--- src/rtl/inet_checksum_if.sv ---
// Stream bundle for the checksum engine: byte-qualified packet input, seed, 16-bit result output.
// Latency: none, wires only.
// Backpressure: input uses tvalid/tready; output uses tvalid/tready.
interface inet_checksum_if #(
    parameter int DATA_BYTES = 2
);
    // Packet input side.
    logic                    axis_i_tready;
    logic                    axis_i_tvalid;
    logic                    axis_i_tlast;
    logic [DATA_BYTES-1:0]   axis_i_tkeep;
    logic [8*DATA_BYTES-1:0] axis_i_tdata;

    // Per-packet initial sum, taken on the first beat of each packet.
    logic [15:0]             cfg_seed;

    // Checksum result side.
    logic                    axis_o_tready;
    logic                    axis_o_tvalid;
    logic                    axis_o_tlast;
    logic [15:0]             axis_o_tdata;
    logic                    axis_o_tuser;

    // Checksum engine view.
    modport slave (
        output axis_i_tready,
        input  axis_i_tvalid,
        input  axis_i_tlast,
        input  axis_i_tkeep,
        input  axis_i_tdata,
        input  cfg_seed,
        input  axis_o_tready,
        output axis_o_tvalid,
        output axis_o_tlast,
        output axis_o_tdata,
        output axis_o_tuser
    );

    // Packet source / result sink view.
    modport master (
        input  axis_i_tready,
        output axis_i_tvalid,
        output axis_i_tlast,
        output axis_i_tkeep,
        output axis_i_tdata,
        output cfg_seed,
        output axis_o_tready,
        input  axis_o_tvalid,
        input  axis_o_tlast,
        input  axis_o_tdata,
        input  axis_o_tuser
    );
endinterface

--- src/rtl/inet_checksum.sv ---
// RFC 1071 one's-complement checksum over a byte-qualified stream, with seed, verify flag and optional zero substitution.
// Latency: a tlast beat accepted at edge T is in the finalise register after T and on the output after T+1.
// Backpressure: input stalls only when the finalise register is full and the output register is full and not ready.
module inet_checksum #(
    parameter int DATA_BYTES   = 2,
    parameter bit UDP_ZERO_SUB = 1'b0
) (
    input  logic           clk,
    input  logic           sresetn,
    inet_checksum_if.slave axis
);
    localparam int WORDS = DATA_BYTES / 2;
    // One bit of headroom above the minimum so the per-beat end-around
    // carry can never push the accumulator past its width.
    localparam int ACC_W = 18 + $clog2(WORDS);

    // ------------------------------------------------------------------
    // Beat sum: big-endian byte pairs, stream byte 0 at the MSB; bytes
    // with tkeep low are zero, which pads odd-length packets.
    // ------------------------------------------------------------------
    logic [15:0]      word_m [WORDS];
    logic [ACC_W-1:0] beat_sum;

    for (genvar j = 0; j < WORDS; j++) begin : g_word
        localparam int HI_BIT = 8*DATA_BYTES - 1 - 16*j;
        localparam int LO_BIT = HI_BIT - 8;
        localparam int HI_KEEP = DATA_BYTES - 1 - 2*j;
        localparam int LO_KEEP = DATA_BYTES - 2 - 2*j;
        assign word_m[j] = {
            axis.axis_i_tkeep[HI_KEEP] ? axis.axis_i_tdata[HI_BIT -: 8] : 8'h00,
            axis.axis_i_tkeep[LO_KEEP] ? axis.axis_i_tdata[LO_BIT -: 8] : 8'h00
        };
    end

    // Full-precision sum of the masked words of the current beat.
    always_comb begin
        beat_sum = '0;
        for (int j = 0; j < WORDS; j++) begin
            beat_sum = beat_sum + ACC_W'(word_m[j]);
        end
    end

    // ------------------------------------------------------------------
    // State
    // ------------------------------------------------------------------
    logic [ACC_W-1:0] acc_q,       acc_d;
    logic             first_q,     first_d;
    logic [ACC_W-1:0] fin_sum_q,   fin_sum_d;
    logic             fin_valid_q, fin_valid_d;
    logic             o_valid_q,   o_valid_d;
    logic [15:0]      o_data_q,    o_data_d;
    logic             o_user_q,    o_user_d;

    // ------------------------------------------------------------------
    // Handshakes
    // ------------------------------------------------------------------
    logic in_fire;
    logic out_load;
    logic fin_move;

    // The output register can take a new value when empty or being drained.
    assign out_load = !o_valid_q || axis.axis_o_tready;
    // Input is accepted whenever the finalise register is free or about to empty.
    assign axis.axis_i_tready = !fin_valid_q || out_load;
    assign in_fire  = axis.axis_i_tvalid && axis.axis_i_tready;
    assign fin_move = fin_valid_q && out_load;

    // ------------------------------------------------------------------
    // Accumulate: end-around carry folded in every beat keeps acc bounded
    // for any packet length; the seed replaces acc on the first beat.
    // ------------------------------------------------------------------
    logic [ACC_W-1:0] acc_base;
    logic [ACC_W-1:0] acc_next;

    // Accumulator, first-beat flag and hand-off into the finalise register.
    always_comb begin
        acc_d       = acc_q;
        first_d     = first_q;
        fin_sum_d   = fin_sum_q;
        fin_valid_d = fin_valid_q;

        if (first_q) begin
            acc_base = ACC_W'(axis.cfg_seed);
        end else begin
            acc_base = ACC_W'(acc_q[15:0]) + (acc_q >> 16);
        end
        acc_next = acc_base + beat_sum;

        // Finalise register empties into the output register.
        if (fin_move) begin
            fin_valid_d = 1'b0;
        end

        if (in_fire) begin
            first_d = axis.axis_i_tlast;
            if (axis.axis_i_tlast) begin
                // Packet complete: park the sum and restart cleanly so the
                // next packet's first beat can be taken on the next edge.
                fin_sum_d   = acc_next;
                fin_valid_d = 1'b1;
                acc_d       = '0;
            end else begin
                acc_d = acc_next;
            end
        end
    end

    // ------------------------------------------------------------------
    // Finalise: fold to 16 bits. The first fold leaves at most a 17-bit
    // value; the second settles it; the third only absorbs a carry that
    // the bounds above rule out, so every bit of the fold is consumed.
    // ------------------------------------------------------------------
    logic [ACC_W-1:0] fold1;
    logic [16:0]      fold2;
    logic [15:0]      fold_s;
    logic [15:0]      cs;

    // Fold the finished sum and form the transmitted checksum.
    always_comb begin
        fold1  = ACC_W'(fin_sum_q[15:0]) + (fin_sum_q >> 16);
        fold2  = {1'b0, fold1[15:0]} + 17'(fold1[ACC_W-1:16]);
        fold_s = fold2[15:0] + {15'd0, fold2[16]};
        cs     = ~fold_s;
        // UDP reserves 0x0000 for "no checksum"; send the equivalent 0xFFFF.
        if (UDP_ZERO_SUB && (cs == 16'h0000)) begin
            cs = 16'hFFFF;
        end
    end

    // Output register loads from the finalise stage whenever it is free.
    always_comb begin
        o_valid_d = o_valid_q;
        o_data_d  = o_data_q;
        o_user_d  = o_user_q;
        if (out_load) begin
            o_valid_d = fin_valid_q;
            if (fin_valid_q) begin
                o_data_d = cs;
                o_user_d = (fold_s == 16'hFFFF);
            end
        end
    end

    // State registers; reset clears data too so outputs are never X.
    always_ff @(posedge clk) begin
        if (!sresetn) begin
            acc_q       <= '0;
            first_q     <= 1'b1;
            fin_sum_q   <= '0;
            fin_valid_q <= 1'b0;
            o_valid_q   <= 1'b0;
            o_data_q    <= 16'h0000;
            o_user_q    <= 1'b0;
        end else begin
            acc_q       <= acc_d;
            first_q     <= first_d;
            fin_sum_q   <= fin_sum_d;
            fin_valid_q <= fin_valid_d;
            o_valid_q   <= o_valid_d;
            o_data_q    <= o_data_d;
            o_user_q    <= o_user_d;
        end
    end

    assign axis.axis_o_tvalid = o_valid_q;
    assign axis.axis_o_tlast  = 1'b1;
    assign axis.axis_o_tdata  = o_data_q;
    assign axis.axis_o_tuser  = o_user_q;

endmodule

--- src/flat_wrapper.sv ---
// flat-port wrapper written by rule: the top's interface ports become plain ports
module inet_checksum_flat 
#(
    parameter int DATA_BYTES   = 2,
    parameter bit UDP_ZERO_SUB = 1'b0
)
  (clk, sresetn, axis_axis_i_tready, axis_axis_i_tvalid, axis_axis_i_tlast, axis_axis_i_tkeep, axis_axis_i_tdata, axis_cfg_seed, axis_axis_o_tready, axis_axis_o_tvalid, axis_axis_o_tlast, axis_axis_o_tdata, axis_axis_o_tuser);
  inet_checksum_if #(.DATA_BYTES(DATA_BYTES)) axis_i ();
  input  logic clk;
  input  logic sresetn;
  output wire logic [$bits(axis_i.axis_i_tready)-1:0] axis_axis_i_tready;
  input wire logic [$bits(axis_i.axis_i_tvalid)-1:0] axis_axis_i_tvalid;
  input wire logic [$bits(axis_i.axis_i_tlast)-1:0] axis_axis_i_tlast;
  input wire logic [$bits(axis_i.axis_i_tkeep)-1:0] axis_axis_i_tkeep;
  input wire logic [$bits(axis_i.axis_i_tdata)-1:0] axis_axis_i_tdata;
  input wire logic [$bits(axis_i.cfg_seed)-1:0] axis_cfg_seed;
  input wire logic [$bits(axis_i.axis_o_tready)-1:0] axis_axis_o_tready;
  output wire logic [$bits(axis_i.axis_o_tvalid)-1:0] axis_axis_o_tvalid;
  output wire logic [$bits(axis_i.axis_o_tlast)-1:0] axis_axis_o_tlast;
  output wire logic [$bits(axis_i.axis_o_tdata)-1:0] axis_axis_o_tdata;
  output wire logic [$bits(axis_i.axis_o_tuser)-1:0] axis_axis_o_tuser;
  assign axis_axis_i_tready = axis_i.axis_i_tready;
  assign axis_i.axis_i_tvalid = axis_axis_i_tvalid;
  assign axis_i.axis_i_tlast = axis_axis_i_tlast;
  assign axis_i.axis_i_tkeep = axis_axis_i_tkeep;
  assign axis_i.axis_i_tdata = axis_axis_i_tdata;
  assign axis_i.cfg_seed = axis_cfg_seed;
  assign axis_i.axis_o_tready = axis_axis_o_tready;
  assign axis_axis_o_tvalid = axis_i.axis_o_tvalid;
  assign axis_axis_o_tlast = axis_i.axis_o_tlast;
  assign axis_axis_o_tdata = axis_i.axis_o_tdata;
  assign axis_axis_o_tuser = axis_i.axis_o_tuser;
  inet_checksum #(.DATA_BYTES(DATA_BYTES), .UDP_ZERO_SUB(UDP_ZERO_SUB)) u_core (.clk(clk), .sresetn(sresetn), .axis(axis_i));
endmodule
--- config.mk ---
export PLATFORM = sky130hd
export DESIGN_NAME = inet_checksum_flat
export DESIGN_NICKNAME = d
export VERILOG_FILES = /design/src/rtl/inet_checksum_if.sv /design/src/rtl/inet_checksum.sv /design/src/flat_wrapper.sv
export SDC_FILE = /design/constraint.sdc
export NUM_CORES = 1
export LEC_CHECK = 0
export ABC_CLOCK_PERIOD_IN_PS = 12550
export BUFFER_PORTS_ARGS = -buffer_cell sky130_fd_sc_hd__buf_2
export CAP_MARGIN = 20
export CORE_MARGIN = 5
export CORE_UTILIZATION = 60
export DETAILED_ROUTE_END_ITERATION = 16
export PLACE_DENSITY = 0.82
export SLEW_MARGIN = 20
export SYNTH_ARGS = -nofsm -noshare
export SYNTH_HDL_FRONTEND = slang
export SYNTH_SLANG_ARGS = --single-unit
--- constraint.sdc ---
create_clock -name clk -period 12.55 [get_ports clk]
set_input_delay 0 -clock clk [delete_from_list [all_inputs] [get_ports clk]]
set_output_delay 0 -clock clk [all_outputs]
set_load 0.01 [all_outputs]
==> impl_summary.md <==
Floorplanning
After floorplanning, the core was divided into 31 placement rows. The number of top-level design ports is 59. The vertical die dimension is 97.1 um. The area of the core is 7330 um^2. The die covers 9430 um^2. The starting density of the core is 62.1%. Measured along the x axis, the die boundary spans 97.1 um.

Cells and area
The count of filler cells inserted in the layout is 611. The finished layout holds 721 standard cells, fillers aside. Registers take 1120 um^2.

The layout cell share with drive strength beyond 1 is 13.0%. The area occupied by multi-input gates is 3250 um^2. The library cell used most frequently in the layout, excluding fill and tap cells, is sky130_fd_sc_hd__nand2_1.

The number of nets in the final layout is 688. The total inserted antenna cells is 0. Compared with the post-synthesis result, the final layout area differs by 8.74%. The top cell types in the final layout, fill and taps aside, are sky130_fd_sc_hd__nand2_1 (80), sky130_fd_sc_hd__buf_2 (57), sky130_fd_sc_hd__dfxtp_1 (56).

Detailed routing
The remaining number of nets flagged by the antenna check after routing is 0. The first detailed-routing pass ran for 5 iterations. The vias after detailed routing is 4371. The final routed wirelength across all metal layers is 11700 um. After the first detailed-routing iteration, the DRC count stood at 169. The detailed-routing wirelength on met1 is 4930 um. In the routed design, unresolved DRC markers number 0. In the routed layout, each cell is associated on average with a via count of 6.06. The uppermost metal layer occupied by signal nets is met4. The routed design uses 5870 um of met2 wire. In the final routed layout, each cell accounts on average for 16.3 um. Wire segments on met3 add up to 550 um in the final route.

Power
In this run the power density over the cells is 83.1 nW/um^2. The leakage power total is 2.03 nW. The worst ir drop on vdd is 49.0 uV.

Place
The half-perimeter wire length after detailed placement is 9350 um. Port buffering added 57 buffers. The post-placement cell count is 712. The congestion estimate from routability-driven global placement came to 1.00.

Synth
The post-synthesis register bit count is 56. Summing the sequential cell areas from Yosys gives 24.6% of the chip area. The average instance area after synthesis is 7.81 um^2.

The number of nets in the synthesized netlist is 650. For this run, asynchronously set or reset flops after synthesis account for 0%. Yosys printed 0 warnings. The combined area of all synthesized cells is 4550 um^2. The number of instances in the synthesized netlist is 583. The number of enable-type register cells in the synthesized netlist is 0.

The dominant register cell in the synthesized netlist is sky130_fd_sc_hd__dfxtp_1. Yosys mapped the design onto 71 distinct sky130hd cell types.

Clocking
No sink is reached through more buffers than the 2 on the longest clock path. The clock sink count is 56. The cell at the root of the clock tree is sky130_fd_sc_hd__clkbuf_8.

Clock-pin slew was measured on the worst setup and hold paths at 100 ps. The clock latency on the worst-skew pair is 310 ps. The number of clock buffers added by TritonCTS is 5.

The H-tree level count is 2. TritonCTS built the clock tree.

Critical path
Among the stages of the critical path, the cell type that occurs most often is sky130_fd_sc_hd__ha_1. The capturing element type of the critical path is a flip-flop. The slowest stage of the critical path belongs to the cell sky130_fd_sc_hd__fa_1.

Traced cell by cell, the critical path runs through ha_1, fa_1, nand4_2, nor2_1, and4_1, ha_1, ha_1, nand2_1, nor3b_1, o2111ai_1, nor3_1, ha_1, ha_1, nand2_1, a21oi_1, o211ai_1, a21oi_1, xor2_1, nand3_1, nor4_1, a32o_1. Tracing the worst setup path back leads to its startpoint at u_core.fin_sum_q[0]. The startpoint identified for the worst register-to-register timing path is u_core.fin_sum_q[0]. For the worst setup path, the data arrival time is 5520 ps. On the worst path, the slowest cell contributes a delay of 540 ps. The element type at the critical path start is a flip-flop. The required arrival time at the worst endpoint is 12810 ps. In this run the worst path has a maximum fanout of 11. The critical path class is reg -> reg.

Run
The max-capacitance violation count is 0.

Timing
The final max-slew violation count is 0. At the pin with the least slew margin, the transition time is 990 ps. The final-report hold violation count is 0. The worst pin sits at a relative slew slack of 33.9%. In the final timing run, aggregate negative setup slack is 0 ps.

The final setup violation count is 0. The clock arrives with 13.1 ps of skew. Of the available clock period, the critical path in the final layout requires 41.9%. The worst path needs 5260 ps of the cycle, external delays included. Setup repair after global routing left no endpoint under its margin.

The maximum operating frequency is 0.190 GHz.

Global routing
Entering global routing, the biggest net connects 44 pins. The initial antenna violation count is 0. The aggregate global-route resource usage is 25.1%. The number of global-route vias before repair came to 4441. After global routing the overflow that remains totals 0. The global-route wire length before repair is 20300 um.

Min path
The worst hold path begins at axis_axis_o_tready. The path category of the worst min-delay check is in -> reg.

Outcome
The flow ran to the end, and the final reports show no timing, DRC or antenna violations.
==> report_power, final <==
part | switching (mW) | total [mW] | internal (mW)
clock | 0.0580 | 0.103 | 0.0450
sequential | 0.0156 | 0.204 | 0.188
combinational | 0.0588 | 0.104 | 0.0455
==> stage by stage <==
| stage | hold slack, ps | worst slack (ps) | instance area, um^2 | power [mW] | util (%) |
|---|---|---|---|---|---|
| after floorplan | 156 | 8170 | 4550 | 0.280 | - |
| after detailed placement | 333 | 7380 | 4840 | 0.311 | 66.1 |
| after CTS | 7.79 | 7370 | 4950 | 0.413 | 67.5 |
| final | 13.1 | 7290 | 4950 | 0.411 | 67.5 |
| after global routing | 16.2 | 6710 | 4950 | 0.434 | 67.5 |
| after global placement | 334 | 7630 | 4840 | 0.307 | 66.1 |
==> state kept, by name, indices dropped and copies added, names as in the netlist <==
name                       cells
u_core.acc_q                  18
u_core.fin_sum_q              18
u_core.axis.axis_o_tdata      16
u_core.axis.axis_o_tuser       1
u_core.axis.axis_o_tvalid      1
u_core.fin_valid_q             1
u_core.first_q                 1
==> layer usage <==
layer	GRT usage, %	vias to the layer above
li1	-	2148
met1	29.3	2048
met2	45.5	146
met3	3.02	29
met4	11.3	0
met5	0	-
==> cell usage after synthesis (14+ instances only) <==
cell / number / area, um^2
sky130_fd_sc_hd__nand2_1: 80 / 300
sky130_fd_sc_hd__dfxtp_1: 56 / 1120
sky130_fd_sc_hd__o21ai_0: 37 / 185
sky130_fd_sc_hd__xnor2_1: 36 / 315
sky130_fd_sc_hd__nor2_1: 32 / 120
sky130_fd_sc_hd__ha_1: 25 / 313
sky130_fd_sc_hd__and2_1: 23 / 144
sky130_fd_sc_hd__xor2_1: 23 / 201
sky130_fd_sc_hd__nor3_1: 22 / 110
sky130_fd_sc_hd__a21oi_1: 21 / 105
sky130_fd_sc_hd__clkbuf_1: 19 / 71.3
sky130_fd_sc_hd__nand3_1: 19 / 95.1
sky130_fd_sc_hd__nor2b_1: 18 / 113
sky130_fd_sc_hd__inv_1: 15 / 56.3
sky130_fd_sc_hd__a22o_1: 14 / 123
==> critical path: cells and delay by family, from the launching register on <==
family          cells  cell delay [ps]
simple gates        9             1940
fa+ha+maj           6             1820
compound gates      5              910
flops               1              350
xor+xnor            1              210
==> final timing paths <==
check	endpoint	slack, ps	cells after the start
setup reg to reg	u_core.axis.axis_o_tuser	7290	21
setup / recovery	u_core.axis.axis_o_tuser	7290	21
hold / removal	u_core.axis.axis_o_tvalid	10	3
hold reg to reg	u_core.axis.axis_o_tdata[13]	480	2
==> cell type report <==
type,instances,share of cell area [%]
Clock buffer,7,1.74
Clock inverter,1,0.152
Inverter,15,1.14
Multi-Input combinational cell,484,65.7
Sequential cell,56,22.7
Tap cell,99,2.50
Timing Repair Buffer,59,6.12
==> logic make-up after synthesis <==
| kind of cell | synth area share (%) |
|---|---|
| multiplexers | 1.37 |
| adder cells (fa/ha/maj) | 8.19 |
| other | 0.0824 |
| AO/OA/AOI/OAI | 22.6 |
| flip-flops | 24.6 |
| AND/OR/NAND/NOR | 27.1 |
| buffers and inverters | 3.93 |
| XOR/XNOR | 12.1 |
==> what timing repair did <==
item                                   4_1_cts  5_1_grt
endpoints found under the hold margin        1        0
resized for setup                            0        0
hold buffers                                 1        0
setup buffers                                0        0
Note: power is estimated with default switching activity, not from simulation.
